<file path="config.mk">
export PLATFORM = sky130hd
export DESIGN_NAME = rc4_decrypt_check
export DESIGN_NICKNAME = d
export VERILOG_FILES = /design/src/rtl/rc4_pkg.sv /design/src/rtl/rc4_char_check.sv /design/src/rtl/rc4_decrypt_check.sv
export SDC_FILE = /design/constraint.sdc
export NUM_CORES = 1
export LEC_CHECK = 0
export BUFFER_PORTS_ARGS = -buffer_cell sky130_fd_sc_hd__clkbuf_2
export CAP_MARGIN = 20
export CORE_UTILIZATION = 40
export CTS_CLUSTER_SIZE = 20
export DETAILED_ROUTE_END_ITERATION = 8
export MAX_ROUTING_LAYER = met4
export PLACE_DENSITY_LB_ADDON = 0.1
export SYNTH_ARGS = -nofsm -noshare
export SYNTH_HDL_FRONTEND = slang
export SYNTH_HIERARCHICAL = 1
export SYNTH_SLANG_ARGS = --single-unit
</file>
<file path="constraint.sdc">
create_clock -name clk -period 3.4 [get_ports clk]
set_input_delay 0.51 -clock clk [delete_from_list [all_inputs] [get_ports clk]]
set_output_delay 0.51 -clock clk [all_outputs]
set_load 0.01 [all_outputs]
</file>
<file path="src/rtl/rc4_pkg.sv">
// Shared types and constants for the RC4 keystream/decrypt-check stage.
package rc4_pkg;

    localparam int unsigned S_AW = 8;

    localparam logic [7:0] CHAR_SPACE = 8'h20;
    localparam logic [7:0] CHAR_LO    = 8'h61;
    localparam logic [7:0] CHAR_HI    = 8'h7A;

    typedef enum logic [3:0] {
        IDLE,
        INC_I,
        RD_SI,
        WAIT_SI,
        CAP_SI,
        RD_SJ,
        WAIT_SJ,
        CAP_SJ,
        WR_SI,
        WR_SJ,
        RD_F,
        WAIT_F,
        WR_DEC,
        FAIL,
        PASS
    } dc_state_t;

endpackage

</file>
<file path="src/rtl/rc4_char_check.sv">
// Combinational plaintext alphabet test: space or lowercase a..z.
module rc4_char_check
    import rc4_pkg::*;
(
    input  logic [7:0] ch,
    output logic       valid_c
);

    assign valid_c = (ch == CHAR_SPACE) || ((ch >= CHAR_LO) && (ch <= CHAR_HI));

endmodule

</file>
<file path="src/rtl/rc4_decrypt_check.sv">
// RC4 PRGA over the encrypted message ROM; writes plaintext and flags the
// first out-of-alphabet byte (update_request) or a fully valid message (done).
module rc4_decrypt_check #(
    parameter int unsigned MSG_LEN = 32,
    parameter int unsigned MSG_AW  = 5
) (
    input  logic              clk,
    input  logic              reset,
    input  logic              start,
    input  logic              key_ack,
    output logic [7:0]        s_addr,
    output logic [7:0]        s_wdata,
    output logic              s_wren,
    input  logic [7:0]        s_rdata,
    output logic [MSG_AW-1:0] rom_addr,
    input  logic [7:0]        rom_rdata,
    output logic [MSG_AW-1:0] dec_addr,
    output logic [7:0]        dec_wdata,
    output logic              dec_wren,
    output logic              busy,
    output logic              update_request,
    output logic              done
);
    import rc4_pkg::*;

    localparam logic [MSG_AW-1:0] K_LAST = MSG_AW'(MSG_LEN - 1);

    dc_state_t         state, state_n;
    logic [S_AW-1:0]   i, j, si, sj;
    logic [MSG_AW-1:0] k;
    logic [7:0]        dec_byte;
    logic              byte_ok_c;

    assign dec_byte = s_rdata ^ rom_rdata;

    rc4_char_check u_char_check (
        .ch      (dec_byte),
        .valid_c (byte_ok_c)
    );

    always_ff @(posedge clk) begin
        if (reset) begin
            state <= IDLE;
        end else begin
            state <= state_n;
        end
    end

    // Datapath registers; reads are captured two cycles after their address state.
    always_ff @(posedge clk) begin
        if (reset) begin
            i  <= '0;
            j  <= '0;
            si <= '0;
            sj <= '0;
            k  <= '0;
        end else begin
            case (state)
                IDLE: begin
                    if (start) begin
                        i <= '0;
                        j <= '0;
                        k <= '0;
                    end
                end
                INC_I:  i <= i + 8'd1;
                CAP_SI: begin
                    si <= s_rdata;
                    j  <= j + s_rdata;
                end
                CAP_SJ: sj <= s_rdata;
                WR_DEC: begin
                    if (byte_ok_c && (k != K_LAST)) begin
                        k <= k + MSG_AW'(1);
                    end
                end
                default: ;
            endcase
        end
    end

    always_comb begin
        state_n        = state;
        s_addr         = '0;
        s_wdata        = '0;
        s_wren         = 1'b0;
        rom_addr       = '0;
        dec_addr       = '0;
        dec_wdata      = '0;
        dec_wren       = 1'b0;
        busy           = 1'b1;
        update_request = 1'b0;
        done           = 1'b0;
        case (state)
            IDLE: begin
                busy = 1'b0;
                if (start) state_n = INC_I;
            end
            INC_I:   state_n = RD_SI;
            RD_SI: begin
                s_addr  = i;
                state_n = WAIT_SI;
            end
            WAIT_SI: state_n = CAP_SI;
            CAP_SI:  state_n = RD_SJ;
            RD_SJ: begin
                s_addr  = j;
                state_n = WAIT_SJ;
            end
            WAIT_SJ: state_n = CAP_SJ;
            CAP_SJ:  state_n = WR_SI;
            WR_SI: begin
                s_addr  = i;
                s_wdata = sj;
                s_wren  = 1'b1;
                state_n = WR_SJ;
            end
            WR_SJ: begin
                s_addr  = j;
                s_wdata = si;
                s_wren  = 1'b1;
                state_n = RD_F;
            end
            RD_F: begin
                s_addr   = si + sj;
                rom_addr = k;
                state_n  = WAIT_F;
            end
            WAIT_F:  state_n = WR_DEC;
            // The failing byte is still written so the controller can inspect it.
            WR_DEC: begin
                dec_addr  = k;
                dec_wdata = dec_byte;
                dec_wren  = 1'b1;
                if (!byte_ok_c) begin
                    state_n = FAIL;
                end else if (k == K_LAST) begin
                    state_n = PASS;
                end else begin
                    state_n = INC_I;
                end
            end
            FAIL: begin
                busy           = 1'b0;
                update_request = 1'b1;
                if (key_ack) state_n = IDLE;
            end
            PASS: begin
                busy = 1'b0;
                done = 1'b1;
            end
            default: state_n = IDLE;
        endcase
    end

endmodule

</file>
==> flow_metrics.py <==
metrics = {
    "status": {
        "outcome": "complete, no violations",
    },
    "finish": {
        "mostFrequentLayoutCell": "clkbuf_2",
        "area_growth_pct": 16.3,
        "drive_gt1_share_pct": 18.4,
        "finish.utilization_pct": 49.0,
        "layout_common_cells": "58 x clkbuf_2, 55 x nand2_1, 41 x dfxtp_1",
        "multi_input_area_um2": 1980,
        "insertedDiodeCount": 0,
        "register_area_um2": 821,
        "nNetsFinal": 468,
        "nFillCells": 740,
    },
    "die": {
        "die_area_um2": 7630,
        "rows": 30,
        "die_h_um": 87.3,
        "dieWidth_um": 87.3,
        "ioPinCount": 59,
        "start_util_pct": 42.2,
        "core_area_um2": 6910,
    },
    "placed_design": {
        "port_buffers": 58,
        "pre_cts_slack_ns": 0.879,
        "hpwl_um": 5800,
        "gp_congestion": 0.854,
    },
    "worst_setup_path": {
        "cp-end-kind": "output port",
        "critPathRequiredTime_ns": 2.89,
        "reg2reg_to": "j[7]",
        "max_stage_delay_ns": 0.42,
        "crit_path_end": "s_addr[6]",
        "critPathKind": "reg -> out",
        "crit_arrival_ns": 2.33,
        "cpMaxStageDelayCell": "fa_1",
        "r2r_cells": 4,
        "path_cells": "ha_1 -> fa_1 -> a21o_1 -> a21oi_1 -> o211ai_1 -> o311a_1 -> o21ai_0 -> clkbuf_2",
        "cp-startpoint": "si[0]",
        "start_kind": "flop",
        "reg2reg_from": "state[2]",
        "worstPathMaxFanout": 3,
        "reg2reg_setup_slack_ns": 1.13,
    },
    "pwr": {
        "leakage_nw": 1.41,
        "pwr_density_cell_nw_per_um2": 302,
        "ir_worst_vdd_mv": 0.207,
        "finalPower_mw": 1.02,
    },
    "synth": {
        "synth_area_leader_cell": "dfxtp_1",
        "synth_cell_type_count": 57,
        "synth_seq_cells": 41,
        "yosys_warnings": 6,
        "netlist_area_um2": 2910,
        "synth.area.top_cells": "dfxtp_1 28%, ha_1 7.3%, nand2_1 7.1%, a21oi_1 6.9%, nor2_1 4.3%",
        "synthArstFlopShare_pct": 0,
        "avgSynthCellArea_um2": 7.71,
        "synth_top_flop_cell": "dfxtp_1",
        "ys_seq_area_share_pct": 28.2,
        "syn_inst": 378,
        "syn-num-nets": 417,
        "synth-edff-count": 0,
        "netlist.area_leader.share_pct": 28.2,
    },
    "timing": {
        "slew_violations": 0,
        "period_share_pct": 83.6,
        "hold_viol": 0,
        "fin_worst_skew_ns": 0.00395,
        "final.min_clock_period_ns": 2.84,
        "slew_headroom_pct": 37.7,
        "fmax_ghz": 0.352,
        "worst_pin_slew_ns": 0.934,
        "finalWorstSetupSlack_ns": 0.556,
        "fin_setup_tns_ns": 0,
        "rsz0062_at_grt": "false",
        "setup_viol": 0,
    },
    "clocking": {
        "ctsResizeCount": 0,
        "clk_path_buf_depth": 2,
        "cts.sinks": 41,
        "tritoncts": "yes",
        "cts_buffers": 5,
        "root_buffer": "clkbuf_8",
        "clk_pin_slew_worst_paths_ns": 0.08,
        "post_cts_buffers": 0,
        "insertion_delay_ns": 0.29,
        "hold_buffers": 0,
        "cts_max_level": 2,
    },
    "routing": {
        "finalWirelength_um": 7800,
        "drc": 0,
        "wl_per_cell_um": 14.8,
        "ant_nets": 0,
        "drtPass1Iterations": 5,
        "drt_iter0_markers": 122,
        "vias_per_cell": 5.38,
        "vias": 2828,
    },
    "global_routing": {
        "grt_max_degree": 47,
        "grt_pass1_vias": 2533,
        "grt.total_usage_pct": 22.3,
        "antenna_found_initial": 0,
        "grt_pass1_wl_um": 12700,
        "overflow": 0,
    },
    "min_path": {
        "hold_path.class": "reg -> reg",
    },
    "job": {
        "cap_viol_max_count": 0,
    },
}
==> power by group <==
| group | leakage [nW] | internal, mW | switching [mW] |
|---|---|---|---|
| registers | 0.331 | 0.488 | 0.0144 |
| logic | 1.02 | 0.0606 | 0.0992 |
| clock network | 0.0542 | 0.184 | 0.178 |
| total | 1.41 | 0.732 | 0.292 |
==> synth_stat cells, types with 3 or more instances <==
| cell | count |
|---|---|
| a211oi_1 | 5 |
| a21o_1 | 5 |
| a21oi_1 | 40 |
| a22oi_1 | 5 |
| a31oi_1 | 3 |
| and2_1 | 12 |
| and3_1 | 3 |
| buf_2 | 6 |
| clkbuf_1 | 12 |
| dfxtp_1 | 41 |
| ha_1 | 17 |
| inv_1 | 7 |
| mux2i_1 | 11 |
| nand2_1 | 55 |
| nand2b_1 | 3 |
| nand3_1 | 16 |
| nand4b_1 | 5 |
| nor2_1 | 33 |
| nor2b_1 | 11 |
| nor3_1 | 7 |
| nor3b_1 | 4 |
| o211ai_1 | 4 |
| o21ai_0 | 14 |
| o21bai_1 | 3 |
| xnor2_1 | 5 |
| xor2_1 | 12 |
==> sequential cells by signal, indices dropped and copies added (netlist names) <==
signal / count
i: 8
j: 8
si: 8
sj: 8
k: 5
state: 4
==> worst min-delay path by stage <==
stage | start | end | depth (start not counted)
floorplan | sj[0] | sj[0] | 2
global placement | sj[2] | sj[2] | 2
detailed placement | sj[0] | sj[0] | 2
CTS | key_ack | state[0] | 3
global route | key_ack | state[0] | 3
finish | sj[5] | sj[5] | 2
==> metal layers <==
metal | share of wire, % | track usage, % | up-vias
met4 | 1.7 | 6.11 | 0
met3 | 3.7 | 3.41 | 11
met5 | 0 | - | -
met2 | 46 | 34.2 | 67
li1 | - | - | 1454
met1 | 49 | 30.3 | 1296
==> stage by stage <==
step,cell area [µm²],hold slack [ns],instances
finish,3390,0.483,526
floorplan,2910,0.452,378
detailed placement,3290,0.470,518
CTS,3390,0.479,526
global placement,3290,0.464,518
global route,3390,0.500,526
==> kinds of logic (layout without fill, tap and decap cells) <==
logic type | count (synthesis) | after routing | synth area share [%]
adders and majority gates | 19 | 19 | 8.68
buffers and inverters | 27 | 79 | 3.74
muxes | 13 | 13 | 4.55
and+or+nand+nor | 167 | 167 | 29.6
AOI/OAI and AO/OA | 94 | 94 | 20.1
DFF | 41 | 41 | 28.2
xor gates and xnor gates | 17 | 17 | 5.11
==> critical path, delay by kind of cell (launching register included) <==
kind | cells | cell delay [ns]
compound gates | 5 | 0.90
buf+inv | 1 | 0.16
fa+ha+maj | 2 | 0.66
flops | 1 | 0.33
==> layout make-up <==
| class | count | share of cell area (%) |
|---|---|---|
| flip-flops and latches | 41 | 24.2 |
| inverters | 7 | 0.776 |
| clock inverters | 1 | 0.148 |
| repair buffers | 64 | 9.90 |
| multi-input cells | 310 | 58.6 |
| well taps | 96 | 3.55 |
| clock buffers | 7 | 2.84 |
(Power assumes the default switching activity.)
